===== config.mk =====
export PLATFORM = sky130hd
export DESIGN_NAME = instr_fetch_reader
export DESIGN_NICKNAME = d
export VERILOG_FILES = /design/src/rtl/instr_fetch_reader.sv
export SDC_FILE = /design/constraint.sdc
export NUM_CORES = 1
export LEC_CHECK = 0
export BUFFER_PORTS_ARGS = -buffer_cell sky130_fd_sc_hd__buf_2
export CAP_MARGIN = 20
export CORE_MARGIN = 2
export CORE_UTILIZATION = 61
export CTS_BUF_LIST = sky130_fd_sc_hd__clkbuf_4 sky130_fd_sc_hd__clkbuf_8
export DETAILED_ROUTE_END_ITERATION = 6
export PLACE_DENSITY = 0.87
export RECOVER_POWER = 100
export SLEW_MARGIN = 20
export SYNTH_ARGS = -nofsm -noshare
export SYNTH_HDL_FRONTEND = slang
export SYNTH_SLANG_ARGS = --single-unit

===== constraint.sdc =====
create_clock -name clk -period 3.5 [get_ports clk]
set_input_delay 0 -clock clk [delete_from_list [all_inputs] [get_ports clk]]
set_output_delay 0 -clock clk [all_outputs]
set_load 0.05 [all_outputs]

===== src/rtl/instr_fetch_reader.sv =====
// ============================================================================
//  Module      : instr_fetch_reader
//  Description : Read-side fetch sequencer. It reads a data byte or a two-byte
//                instruction from synchronous memory and returns a decoded response.
//  Revision    : 1.0 - initial release
// ============================================================================
`default_nettype none

module instr_fetch_reader #(
   parameter int MEM_LAT = 1
) (
   input  logic        clk,
   input  logic        rst,
   input  logic        req_valid,
   output logic        req_ready,
   input  logic        req_kind,
   input  logic [12:0] req_addr,
   output logic        mem_rd,
   output logic [12:0] mem_addr,
   input  logic [7:0]  mem_rdata,
   output logic        rsp_valid,
   input  logic        rsp_ready,
   output logic        rsp_kind,
   output logic [7:0]  rsp_data,
   output logic [2:0]  rsp_opcode,
   output logic [12:0] rsp_addr
);

   typedef enum logic [2:0] {
      S_IDLE    = 3'd0,
      S_RD_HI   = 3'd1,
      S_WAIT_HI = 3'd2,
      S_RD_LO   = 3'd3,
      S_WAIT_LO = 3'd4,
      S_RESP    = 3'd5
   } state_t;

   // Last wait cycle index; the byte is captured on the edge that ends it.
   localparam logic [1:0] c_lat_last = 2'(MEM_LAT - 1);

   state_t      r_state;
   logic [12:0] r_addr;
   logic        r_kind;
   logic [7:0]  r_hi;
   logic [1:0]  r_cnt;

   always_ff @(posedge clk) begin
      if (rst) begin
         r_state    <= S_IDLE;
         r_addr     <= 13'd0;
         r_kind     <= 1'b0;
         r_hi       <= 8'd0;
         r_cnt      <= 2'd0;
         req_ready  <= 1'b1;
         mem_rd     <= 1'b0;
         mem_addr   <= 13'd0;
         rsp_valid  <= 1'b0;
         rsp_kind   <= 1'b0;
         rsp_data   <= 8'd0;
         rsp_opcode <= 3'd0;
         rsp_addr   <= 13'd0;
      end else begin
         case (r_state)
            S_IDLE: begin
               if (req_valid && req_ready) begin
                  r_addr    <= req_addr;
                  r_kind    <= req_kind;
                  req_ready <= 1'b0;
                  mem_rd    <= 1'b1;
                  mem_addr  <= req_addr;
                  r_state   <= S_RD_HI;
               end
            end
            S_RD_HI: begin
               mem_rd  <= 1'b0;
               r_cnt   <= 2'd0;
               r_state <= S_WAIT_HI;
            end
            S_WAIT_HI: begin
               if (r_cnt == c_lat_last) begin
                  r_hi <= mem_rdata;
                  if (r_kind) begin
                     mem_rd   <= 1'b1;
                     mem_addr <= r_addr + 13'd1;
                     r_state  <= S_RD_LO;
                  end else begin
                     rsp_valid  <= 1'b1;
                     rsp_kind   <= 1'b0;
                     rsp_data   <= mem_rdata;
                     rsp_opcode <= 3'd0;
                     rsp_addr   <= r_addr;
                     r_state    <= S_RESP;
                  end
               end else begin
                  r_cnt <= r_cnt + 2'd1;
               end
            end
            S_RD_LO: begin
               mem_rd  <= 1'b0;
               r_cnt   <= 2'd0;
               r_state <= S_WAIT_LO;
            end
            S_WAIT_LO: begin
               if (r_cnt == c_lat_last) begin
                  rsp_valid  <= 1'b1;
                  rsp_kind   <= 1'b1;
                  rsp_data   <= r_hi;
                  rsp_opcode <= r_hi[7:5];
                  rsp_addr   <= {r_hi[4:0], mem_rdata};
                  r_state    <= S_RESP;
               end else begin
                  r_cnt <= r_cnt + 2'd1;
               end
            end
            S_RESP: begin
               if (rsp_ready) begin
                  rsp_valid <= 1'b0;
                  req_ready <= 1'b1;
                  r_state   <= S_IDLE;
               end
            end
            default: begin
               r_state   <= S_IDLE;
               req_ready <= 1'b1;
               mem_rd    <= 1'b0;
               rsp_valid <= 1'b0;
            end
         endcase
      end
   end

endmodule

`default_nettype wire

* Yosys cells after proc, flatten, opt, wreduce, memory -nomap -nowiden
Index checks and enable logic that the tools add are counted.
Word-level totals: logic and storage cells 89, output and inout port bits 41, input bits 26, ROM bits 0, register bits 68, bits in writable memories 0, bits in latches 0, memories 0
Operators by class: add/sub/neg operators 2, order comparisons 0, mux-type cells 39, reductions and logical operators 20, shifts and indexed selects 0, div/mod/pow operators 0, multipliers 0, eq/ne operators 12, bitwise logic cells 3
Operators with widths (count):
- two-way mux 13 bit | 6
- one-hot mux 13 bit (2 select lines) | 2
- two-way mux 3 bit | 8
- two-way mux 8 bit | 3
- one-hot mux 3 bit (6 select lines) | 1
- one-hot mux 8 bit (2 select lines) | 1
- AND reduction 4 bit | 4
- inequality test 2 bit (second input constant) | 7
- adder 13 x 1 -> 13 bit (second input constant) | 1
- two-way mux 1 bit | 11
- == test 3 x 2 -> 1 bit (second input constant) | 2
- == test 3 bit (second input constant) | 2
- one-hot mux 1 bit (3 select lines) | 2
- one-hot mux 3 bit (2 select lines) | 1
- AND reduction 2 bit | 3
- nonzero test 2 bit | 3
- OR reduction 2 bit | 3
- AND reduction 5 bit | 1
- one-hot mux 1 bit (4 select lines) | 1
- one-hot mux 2 bit (2 select lines) | 1
- OR reduction 4 bit | 1
- == test 3 x 1 -> 1 bit (second input constant) | 1
- logical NOT 3 bit | 1
- NOT 1 bit | 3
- other kinds (7) | 7

* Logic depth before layout (Yosys ltp)
Gate-level depths: netlist (run 1).
word-level depth 4, mapped depth 8, gate-level depth less buffers 6

* Worst setup path after synthesis (run 1)
Ideal clock, no wire load.
path type flip-flop to flip-flop, start point register req_ready, end point register r_addr[10], data required time 3.368 ns, path slack 1.842 ns, period minus slack after synthesis 1.658 ns, cell stages (with the launch flop) 7, library setup time 0.132 ns, data arrival time 1.525 ns, buffers on the path 2, cells stage by stage dfxtp_1 > nand3b_1 > or2_1 > buf_2 > buf_2 > nand2_1 > a21oi_1
Between the ends: longest elaborated chain between the ends 2
RTL lines:
- start: declaration | RTL line 15 | output logic req_ready,
- start signal: assignment | RTL line 54 | req_ready <= 1'b1;
- start signal: assignment | RTL line 68 | req_ready <= 1'b0;
- start signal: assignment | RTL line 118 | req_ready <= 1'b1;
- logical AND 1 bit | RTL line 65 | if (req_valid && req_ready) begin
- AND reduction 2 bit (no line)
- end signal: assignment | RTL line 66 | r_addr <= req_addr;
- end: declaration | RTL line 42 | logic [12:0] r_addr;
Every way passes these cells. A chain may end at the register's enable or synchronous reset.

* Worst setup path in the final report (run 1)
start point register r_state[2], end point register rsp_addr[8]
Between the ends: longest elaborated chain between the ends 3, elaborated cells on any way between the ends 8, those cells by class eq/ne (5); mux (1); reduce/logical (2)
RTL lines:
- start: declaration | RTL line 41 | state_t r_state;
- start signal: assignment | RTL line 49 | r_state <= S_IDLE;
- start signal: assignment | RTL line 71 | r_state <= S_RD_HI;
- start signal: assignment | RTL line 77 | r_state <= S_WAIT_HI;
- == test 3 bit / == test 3 x 2 -> 1 bit (equally long branches) | RTL line 63 | case (r_state)
- inequality test 2 bit (no line) / nonzero test 2 bit (equally long branches)
- AND reduction 4 bit (no line)
- end signal: assignment | RTL line 91 | rsp_addr <= r_addr;
- end signal: assignment | RTL line 109 | rsp_addr <= {r_hi[4:0], mem_rdata};
- end: declaration | RTL line 26 | output logic [12:0] rsp_addr
Several ways; a longest one is shown, not always the timed one.

==> results.sh, run 1 <==
export IMPL_clk_latency_ns=0.34
export IMPL_crit_path_end_kind="flop"
export IMPL_power_density_mw_per_mm2=593
export IMPL_antenna_found_initial=0
export IMPL_tightest_slew_ns=1.21
export IMPL_setup_slack_ns=1.01
export IMPL_die_h_um=77.1
export IMPL_cp_max_fo=41
export IMPL_slew_viol_final=0
export IMPL_cellLeakagePower_nw=1.33
export IMPL_ctsHoldBuffers=22
export IMPL_startpoint="r_state[2]$_SDFFE_PP0P_"
export IMPL_ys_ff_latch=68
export IMPL_io_buffer_count=66
export IMPL_ant_nets=0
export IMPL_firstDrtPassIters=5
export IMPL_wl_per_cell_um=15.7
export IMPL_cts_resized=0
export IMPL_nNetsFinal=478
export IMPL_cpLargestDelayFamily="compound AO/OA/AOI/OAI gates"
export IMPL_core_region_area_mm2=0.00514
export IMPL_pre_cts_ws_ns=0.996
export IMPL_worstHoldStart="req_valid"
export IMPL_worstHoldPathType="in -> reg"
export IMPL_slew_headroom_pct=19.4
export IMPL_critPathLaunchType="flop"
export IMPL_syn_num_nets=406
export IMPL_synth_top_area_cell="dfxtp_1"
export IMPL_n_antenna_cell=0
export IMPL_rsz0062_at_grt="no"
export IMPL_status="completed"
export IMPL_synth_cells=378
export IMPL_critical_path_class="reg -> reg"
export IMPL_synth_most_common_cell="dfxtp_1"
export IMPL_setup_violations=0
export IMPL_maxCapViolations=0
export IMPL_yosysWarnings=0
export IMPL_period_needed_ns=2.49
export IMPL_yosys_most_used_dff="dfxtp_1"
export IMPL_reg2reg_from="r_state[2]$_SDFFE_PP0P_"
export IMPL_synth_distinct_cells=51
export IMPL_dp_hpwl_um=5370
export IMPL_worstPathCellList="nor3b_1, buf_4, o21a_2, nor2_1, a211oi_1"
export IMPL_place_gp_congestion=0.857
export IMPL_irDropWorstVdd_mv=0.449
export IMPL_worstPathArrival_ns=2.74
export IMPL_clk_path_buf_depth=2
export IMPL_final_layout_size_suffix_gt1_share_pct=14.5
export IMPL_die_area_mm2=0.00595
export IMPL_clock_skew_ns=0.00587
export IMPL_cp_slowest_cell="o21a_2"
export IMPL_synth_seq_area_share_pct=41.7
export IMPL_synth_area_leaders="dfxtp_1 (42%), a211oi_2 (7.3%), nand2_1 (6.8%)"
export IMPL_fin_setup_tns_ns=0
export IMPL_cp_num_buf_inv=1
export IMPL_cts_root_buf="clkbuf_8"
export IMPL_fp_row_count=26
export IMPL_drc=0
export IMPL_routed_via_count=3052
export IMPL_grt_start_max_net_pins=42
export IMPL_min_period_over_period_pct=71.2
export IMPL_boundaryPins=67
export IMPL_worstPathRequired_ns=3.75
export IMPL_synthTopCellsByCount="dfxtp_1 (68), nand2_1 (59), nor2_1 (39)"
export IMPL_path_clk_slew_ns=0.07
export IMPL_finalWirelength_um=8240
export IMPL_grt_first_pass_wirelength_um=13500
export IMPL_finalHoldViolCount=0
export IMPL_cts_made_buffers=9
export IMPL_reg2reg_slack_ns=1.01
export IMPL_async_reset_ff_share_pct=0
export IMPL_syn_area_mm2=0.00326
export IMPL_grt_ovfl_total=0
export IMPL_die_w_um=77.1
export IMPL_cts_setup_buffers=0
export IMPL_maxClockFrequency_mhz=401
export IMPL_h_tree_depth=3
export IMPL_clock_sinks=68
export IMPL_initial_core_util_pct=63.4
export IMPL_drtIter0Drc=317
export IMPL_detail_route_vias_per_cell=5.81
export IMPL_grt_pass1_vias=2845
export IMPL_cp_slowest_stage_delay_ns=0.78
export IMPL_synth_top_area_share_pct=41.7
export IMPL_synth_edf_count=0
export IMPL_track_usage_pct=28.3
export IMPL_area_growth_syn_to_layout_pct=19.0
export IMPL_synth_area_per_cell_um2=8.63
export IMPL_cts_tree="yes"
through the flow:
step           util (%)  instance area (um^2)  power [W]  hold WS, ns  std cells
2_1_floorplan         -                  3260    0.00152        0.136        378
3_3_place_gp       68.9                  3540    0.00163        0.247        487
3_5_place_dp       68.9                  3540    0.00165        0.251        487
4_1_cts            77.2                  3970    0.00233      0.00567        525
5_1_grt            75.5                  3880    0.00240       0.0115        525
6_report           75.5                  3880    0.00230       0.0121        525
final cells by class:
| type | count | area [um^2] |
|---|---|---|
| clock buffers | 12 | 159 |
| clock inverters | 4 | 47.5 |
| fillers | 408 | 1260 |
| inverters | 10 | 37.5 |
| multi-input cells | 271 | 1670 |
| flip-flops and latches | 68 | 1360 |
| well taps | 70 | 87.6 |
| repair buffers | 90 | 514 |
logic make-up (layout without fill, tap and decap cells):
logic type / count (synthesis) / in the layout / share of synthesized area, %
buffers and inverters: 39 / 116 / 5.99
AOI/OAI and AO/OA: 96 / 96 / 22.8
xor gates and xnor gates: 7 / 7 / 1.88
muxes: 21 / 21 / 6.45
adders and majority gates: 2 / 2 / 0.767
DFF: 68 / 68 / 41.7
and+or+nand+nor: 145 / 145 / 20.3
where the power goes:
part,total [W],switching [W],internal (W)
combinational,0.000681,0.000494,0.000187
sequential,0.000950,0.0000842,0.000866
clock,0.000670,0.000297,0.000374
total,0.00230,0.000874,0.00143
layout by cell type (no fill, tap or decap), drive strengths merged, types with 2 or more instances in the layout:
cell type	Yosys	final
a211o	2	2
a211oi	23	23
a21o	2	2
a21oi	36	36
a22oi	3	3
buf	20	27
clkbuf	9	53
clkinv	0	2
dfxtp	68	68
dlygate4sd3	0	22
ha	2	2
inv	10	10
mux2i	21	21
nand2	59	59
nand2b	2	2
nand3	16	16
nand4	2	2
nor2	41	41
nor3	10	10
nor3b	3	3
nor4	4	4
o21a	4	4
o21ai	9	9
o22ai	2	2
o31ai	3	3
o41ai	2	2
or2	2	2
or3	2	2
xnor2	4	4
xor2	3	3
per-layer routing:
layer  part of all wire, %  track usage, %  wire [um]  vias up
met1                    41            35.4       3420     1408
met4                   4.1            16.1        337        0
met3                   6.1            4.47        499       34
li1                      -               -          -     1481
met5                     0               0          0        -
met2                    48            46.4       3980      129
path summary, 6_finish.rpt:
check / endpoint / cells past startpoint
max: rsp_addr[8]$_SDFFE_PP0P_ / 5
min: req_ready$_SDFFE_PP1P_ / 3
max reg2reg: rsp_addr[8]$_SDFFE_PP0P_ / 5
min reg2reg: rsp_opcode[0]$_SDFFE_PP0P_ / 2
tightest hold or removal path: cells and delay by family:
kind	cells	cell delay [ns]
AOI/OAI and AO/OA	1	0.12
buffers and inverters	1	0.11
and+or+nand+nor	1	0.09
flip-flops by register name, summed over array words and instances, names as in the netlist, 2 cells and up:
register	count
mem_addr	13
r_addr	13
rsp_opcode	3
r_hi	8
r_state	3
rsp_addr	13
rsp_data	8
r_cnt	2
Note: power is estimated with default switching activity, not from simulation.
==> run 2: changes to the inputs <==
Settings changed: ABC_AREA from default to 1, CORE_UTILIZATION 61 to 57, PLACE_DENSITY 0.87 to 0.83.
Clock period 3.5 ns to 2.45 ns, I/O delays scaled along.
==> run 2 against run 1 <==
Via count increased by 11%. Wire length increased by 3.6%. First-iteration DRC count grew 14%. Synthesized area fell by 1.2%. Worst hold slack better by 0.0053 ns. Final cell count increased by 18%. Total power is 120% higher. Clock skew rose by 0.0033 ns.
==> results.sh, run 2 <==
export IMPL_min_to="r_hi[6]$_SDFFE_PP0P_"
export IMPL_r2r_end="rsp_data[7]$_SDFFE_PP0P_"
export IMPL_io_buffer_count=66
export IMPL_clock_sinks=68
export IMPL_die_area_mm2=0.00627
export IMPL_synth_seq_area_share_pct=42.3
export IMPL_n_antenna_cell=0
export IMPL_grt_ovfl_total=0
export IMPL_worstPathCellList="nor2_1, nand2_1, nand2_1, nand3_4, clkbuf_2, nand2_1, a21oi_1"
export IMPL_die_h_um=79.2
export IMPL_die_w_um=79.2
export IMPL_grt_pass1_vias=2960
export IMPL_slew_viol_final=0
export IMPL_synth_cells=464
export IMPL_irDropWorstVdd_mv=0.947
export IMPL_async_reset_ff_share_pct=0
export IMPL_firstDrtPassIters=6
export IMPL_reg2reg_slack_ns=0.43
export IMPL_reg2reg_from="r_state[2]$_SDFFE_PP0P_"
export IMPL_power_density_mw_per_mm2=1280
export IMPL_crit_path_end_kind="flop"
export IMPL_drc=0
export IMPL_wl_per_cell_um=13.7
export IMPL_yosysWarnings=0
export IMPL_final_layout_size_suffix_gt1_share_pct=10.4
export IMPL_status="completed"
export IMPL_antenna_found_initial=0
export IMPL_cts_tree="yes"
export IMPL_path_clk_slew_ns=0.08
export IMPL_final_common_cell="nand2_1"
export IMPL_synth_top_area_cell="dfxtp_1"
export IMPL_core_region_area_mm2=0.00547
export IMPL_grt_first_pass_wirelength_um=13700
export IMPL_fin_setup_tns_ns=0
export IMPL_critPathLaunchType="flop"
export IMPL_worstHoldStart="mem_rdata[6]"
export IMPL_maxClockFrequency_mhz=494
export IMPL_fp_row_count=27
export IMPL_synth_top_area_share_pct=42.3
export IMPL_dp_hpwl_um=5510
export IMPL_ant_nets=0
export IMPL_synth_area_leaders="dfxtp_1 (42%), nand2_1 (14%), a21oi_1 (10%)"
export IMPL_initial_core_util_pct=58.9
export IMPL_critical_path_class="reg -> reg"
export IMPL_cpLargestDelayFamily="simple AND/OR/NAND/NOR gates"
export IMPL_path_depth=7
export IMPL_place_gp_congestion=0.937
export IMPL_hold_slack_ns=0.0174
export IMPL_drtIter0Drc=360
export IMPL_worstHoldPathType="in -> reg"
export IMPL_cp_max_fo=26
export IMPL_yosys_most_used_dff="dfxtp_1"
export IMPL_tightest_slew_ns=0.716
export IMPL_min_period_over_period_pct=82.6
export IMPL_grt_start_max_net_pins=41
export IMPL_synth_most_common_cell="nand2_1"
export IMPL_cellLeakagePower_nw=1.54
export IMPL_cts_root_buf="clkbuf_8"
export IMPL_setup_violations=0
export IMPL_final_core_util_pct=71.0
export IMPL_boundaryPins=67
export IMPL_cts_made_buffers=9
export IMPL_clock_skew_ns=0.00913
export IMPL_layout_common_cells="nand2_1 (125), dfxtp_1 (68), a21oi_1 (67), o21ai_0 (48), inv_1 (43)"
export IMPL_cp_slowest_cell="clkbuf_2"
export IMPL_ys_ff_latch=68
export IMPL_finalWirelength_um=8530
export IMPL_cp_num_buf_inv=1
export IMPL_crit_top_cell="nand2_1"
export IMPL_rsz0062_at_grt="no"
export IMPL_period_needed_ns=2.02
export IMPL_clk_path_buf_depth=2
export IMPL_synthTopCellsByCount="nand2_1 (121), dfxtp_1 (68), a21oi_1 (67)"
export IMPL_routed_via_count=3398
export IMPL_nNetsFinal=573
export IMPL_syn_num_nets=492
export IMPL_h_tree_depth=3
export IMPL_maxCapViolations=0
export IMPL_synth_distinct_cells=27
export IMPL_worstPathArrival_ns=2.29
export IMPL_cp_slowest_stage_delay_ns=0.45
export IMPL_top_regs="mem_addr x13, r_addr x13, rsp_addr x13"
export IMPL_worstPathRequired_ns=2.71
export IMPL_finalHoldViolCount=0
export IMPL_detail_route_vias_per_cell=5.46
export IMPL_hold_depth=3
export IMPL_clk_latency_ns=0.35
export IMPL_track_usage_pct=28.0
export IMPL_synth_area_per_cell_um2=6.94
export IMPL_area_growth_syn_to_layout_pct=20.5
export IMPL_slew_headroom_pct=52.0
export IMPL_ff2ff_path_depth=7
export IMPL_syn_area_mm2=0.00322
export IMPL_synth_edf_count=0
-- run 2: changes by cell type after synthesis, moves of 5 or more --
cell,delta
nand3_1,+7
buf_2,-6
inv_1,+31
a211oi_2,-19
nor3_1,-6
nor2_1,-6
inv_2,+5
o21ai_0,+34
mux2i_1,-21
nand2_1,+62
a21oi_1,+31
o21ai_1,+8
-- run 2: worst max path at each step --
stage | startpoint | endpoint | slack [ns]
floorplan | req_ready$_SDFFE_PP1P_ | mem_addr[3]$_SDFFE_PP0P_ | 0.90
global placement | r_state[2]$_SDFFE_PP0P_ | r_addr[6]$_SDFFE_PP0P_ | 0.84
detailed placement | r_state[2]$_SDFFE_PP0P_ | r_addr[1]$_SDFFE_PP0P_ | 0.78
CTS | r_state[2]$_SDFFE_PP0P_ | r_addr[4]$_SDFFE_PP0P_ | 0.76
global route | r_state[2]$_SDFFE_PP0P_ | r_addr[5]$_SDFFE_PP0P_ | 0.26
finish | r_state[2]$_SDFFE_PP0P_ | rsp_data[7]$_SDFFE_PP0P_ | 0.43
-- run 2: through the flow --
step	std cells	worst slack [ns]	total power [W]	area, um^2
floorplan	464	0.900	0.00359	3220
global placement	585	0.836	0.00396	3540
detailed placement	585	0.776	0.00401	3540
CTS	622	0.757	0.00505	3970
global route	622	0.259	0.00527	3880
finish	622	0.427	0.00496	3880
-- run 2: worst register-to-register path, stage by stage (launching register included) --
cell and delay (ns):
dfxtp_1 0.42, nor2_1 0.11, nand2_1 0.22, nand2_1 0.23
nand3_4 0.14, clkbuf_2 0.45, nand2_1 0.16, a21oi_1 0.22
-- run 2: per-layer routing --
| layer | routed length [um] | global-route usage [%] | up-vias |
|---|---|---|---|
| li1 | - | - | 1666 |
| met1 | 3740 | 36.5 | 1527 |
| met2 | 3900 | 43.6 | 171 |
| met3 | 612 | 7.05 | 34 |
| met4 | 278 | 12.9 | 0 |
| met5 | 0 | 0 | - |
-- run 2: layout make-up --
class	instances	area, um^2
Timing Repair Buffer	92	522
Sequential cell	68	1360
Clock inverter	7	91.3
Inverter	47	176
Fill cell	507	1590
Multi-Input combinational cell	327	1520
Clock buffer	9	124
Tap cell	72	90.1
-- run 2: logic make-up after synthesis --
kind of cell / share of synthesized area, %
AO/OA/AOI/OAI: 18.8
XOR/XNOR: 1.09
adder cells (fa/ha/maj): 0.777
buffers and inverters: 9.67
flip-flops: 42.3
AND/OR/NAND/NOR: 27.4
-- run 2: power by group --
group | internal [W] | total [W] | switching, W
sequential | 0.00143 | 0.00166 | 0.000229
clock | 0.000569 | 0.00100 | 0.000434
combinational | 0.000549 | 0.00230 | 0.00175
-- run 2: repair_timing --
item / 4_1_cts / 5_1_grt
setup buffers: 0 / 0
resized for setup: 0 / 0
hold endpoints to repair: 24 / 0
hold buffers: 21 / 0
==> run 3: changes to the inputs <==
Clock period 2.45 ns to 2 ns, I/O delays scaled along.
==> run 3 against run 2 <==
Sequential power grew 22%. Final cell count increased by 0.48%. First-iteration DRC count shrank 2.5%. Die area is the same. Non-clock buffer count rose by 3. Critical path depth stayed put. Critical path type unchanged. Highest routed layer unchanged.
==> results.sh, run 3 (synthesis gave the netlist of run 2 again) <==
export IMPL_power_density_mw_per_mm2=1560
export IMPL_worstPathCellList="inv_2, nand2_2, nor2_4, clkbuf_2, nand2_2, o21ai_0, a21oi_1"
export IMPL_grt_first_pass_wirelength_um=13600
export IMPL_cp_max_fo=20
export IMPL_final_cells=625
export IMPL_final_common_cell="nand2_1"
export IMPL_initial_core_util_pct=58.9
export IMPL_die_area_mm2=0.00627
export IMPL_startpoint="r_state[2]$_SDFFE_PP0P_"
export IMPL_antenna_found_initial=0
export IMPL_ant_nets=0
export IMPL_grt_pass1_vias=3146
export IMPL_cp_slowest_cell="clkbuf_2"
export IMPL_die_h_um=79.2
export IMPL_cts_made_buffers=9
export IMPL_maxClockFrequency_mhz=537
export IMPL_crit_top_cell="nand2_2"
export IMPL_critical_path_class="reg -> reg"
export IMPL_place_gp_congestion=0.879
export IMPL_ff2ff_path_depth=7
export IMPL_clock_sinks=68
export IMPL_finalWirelength_um=8210
export IMPL_firstDrtPassIters=6
export IMPL_cts_setup_buffers=0
export IMPL_detail_route_vias_per_cell=5.45
export IMPL_crit_path_end_kind="flop"
export IMPL_clk_path_buf_depth=2
export IMPL_grt_ovfl_total=0
export IMPL_drc=0
export IMPL_cp_slowest_stage_delay_ns=0.42
export IMPL_fin_setup_tns_ns=0
export IMPL_critPathLaunchType="flop"
export IMPL_dp_hpwl_um=5460
export IMPL_min_to="r_state[0]$_SDFFE_PP0P_"
export IMPL_track_usage_pct=27.3
export IMPL_min_period_over_period_pct=93.0
export IMPL_slew_headroom_pct=48.6
export IMPL_nNetsFinal=576
export IMPL_grt_start_max_net_pins=41
export IMPL_routed_via_count=3408
export IMPL_tightest_slew_ns=0.766
export IMPL_period_needed_ns=1.86
export IMPL_wl_per_cell_um=13.1
export IMPL_clk_latency_ns=0.34
export IMPL_area_growth_syn_to_layout_pct=22.0
export IMPL_h_tree_depth=3
export IMPL_r2r_end="r_hi[7]$_SDFFE_PP0P_"
export IMPL_die_w_um=79.2
export IMPL_cts_tree="yes"
export IMPL_slew_viol_final=0
export IMPL_hold_depth=6
export IMPL_setup_violations=0
export IMPL_io_buffer_count=66
export IMPL_status="completed"
export IMPL_worstHoldStart="rsp_ready"
export IMPL_path_clk_slew_ns=0.08
export IMPL_worstPathRequired_ns=2.22
export IMPL_maxCapViolations=0
export IMPL_final_layout_size_suffix_gt1_share_pct=11.9
export IMPL_core_region_area_mm2=0.00547
export IMPL_boundaryPins=67
export IMPL_worstHoldPathType="in -> reg"
export IMPL_finalHoldViolCount=0
export IMPL_n_antenna_cell=0
export IMPL_layout_common_cells="nand2_1 (122), dfxtp_1 (68), a21oi_1 (67), o21ai_0 (46)"
export IMPL_dp_cells=587
export IMPL_drtIter0Drc=351
export IMPL_worstPathArrival_ns=2.08
export IMPL_fp_row_count=27
export IMPL_cts_root_buf="clkbuf_8"
export IMPL_rsz0062_at_grt="no"
export IMPL_top_regs="mem_addr x13, r_addr x13, rsp_addr x13"
export IMPL_irDropWorstVdd_mv=0.973
export IMPL_reg2reg_from="r_state[2]$_SDFFE_PP0P_"
export IMPL_clock_skew_ns=0.00917
export IMPL_cellLeakagePower_nw=1.55
export IMPL_reg2reg_slack_ns=0.14
[run 3: changes by cell type in the layout (fill, tap and decap cells not counted), sizes merged]
cell / previous run / this run
buf: 28 / 31
clkbuf: 52 / 51
dlygate4sd3: 21 / 22
[run 3: final cells by class]
type	instances	area [um^2]
clock inverters	7	91.3
fillers	467	1540
repair buffers	95	549
well taps	72	90.1
flip-flops and latches	68	1360
inverters	47	176
clock buffers	9	124
multi-input cells	327	1540
[run 3: critical path, delay by kind of cell, from the launching register on]
family | cells | cell delay [ns]
simple gates | 3 | 0.54
buf+inv | 2 | 0.52
flops | 1 | 0.38
compound gates | 2 | 0.29
[run 3: worst max path at each step]
| stage | end | slack [ns] | cells after the start |
|---|---|---|---|
| floorplan | mem_addr[3]$_SDFFE_PP0P_ | 0.45 | 6 |
| global placement | r_addr[3]$_SDFFE_PP0P_ | 0.21 | 6 |
| detailed placement | r_addr[3]$_SDFFE_PP0P_ | 0.26 | 6 |
| CTS | r_addr[3]$_SDFFE_PP0P_ | 0.22 | 6 |
| global route | r_hi[7]$_SDFFE_PP0P_ | 0.008 | 7 |
| finish | r_hi[7]$_SDFFE_PP0P_ | 0.14 | 7 |
[run 3: report_power, final]
part / leakage [nW] / switching, W / internal (W) / total (W)
clock: 0.109 / 0.000533 / 0.000697 / 0.00123
sequential: 0.556 / 0.000279 / 0.00175 / 0.00203
combinational: 0.888 / 0.00215 / 0.000715 / 0.00287
[run 3: through the flow]
step                      cell area [um^2]  setup slack (ns)  hold slack (ns)  total power [W]  util [%]
after floorplan                       3220             0.450            0.164          0.00439         -
after global placement                3570             0.213            0.279          0.00492      65.3
after detailed placement              3570             0.256            0.287          0.00495      65.3
after CTS                             4010             0.219           0.0754          0.00621      73.2
after global routing                  3930           0.00833            0.124          0.00652      71.8
final                                 3930             0.139           0.0859          0.00612      71.8
[run 3: what timing repair did]
item / 4_1_cts / 5_1_grt
hold buffers: 22 / 0
resized for setup: 0 / 0
endpoints found under the hold margin: 25 / 0
[run 3: layer usage]
metal | wire length (um) | vias to the layer above | part of all wire (%) | track usage [%]
li1 | - | 1675 | - | -
met4 | 331 | 0 | 4.0 | 16.7
met2 | 3800 | 175 | 46 | 43.4
met1 | 3480 | 1522 | 42 | 34.1
met3 | 602 | 36 | 7.3 | 5.23
met5 | 0 | - | 0 | 0
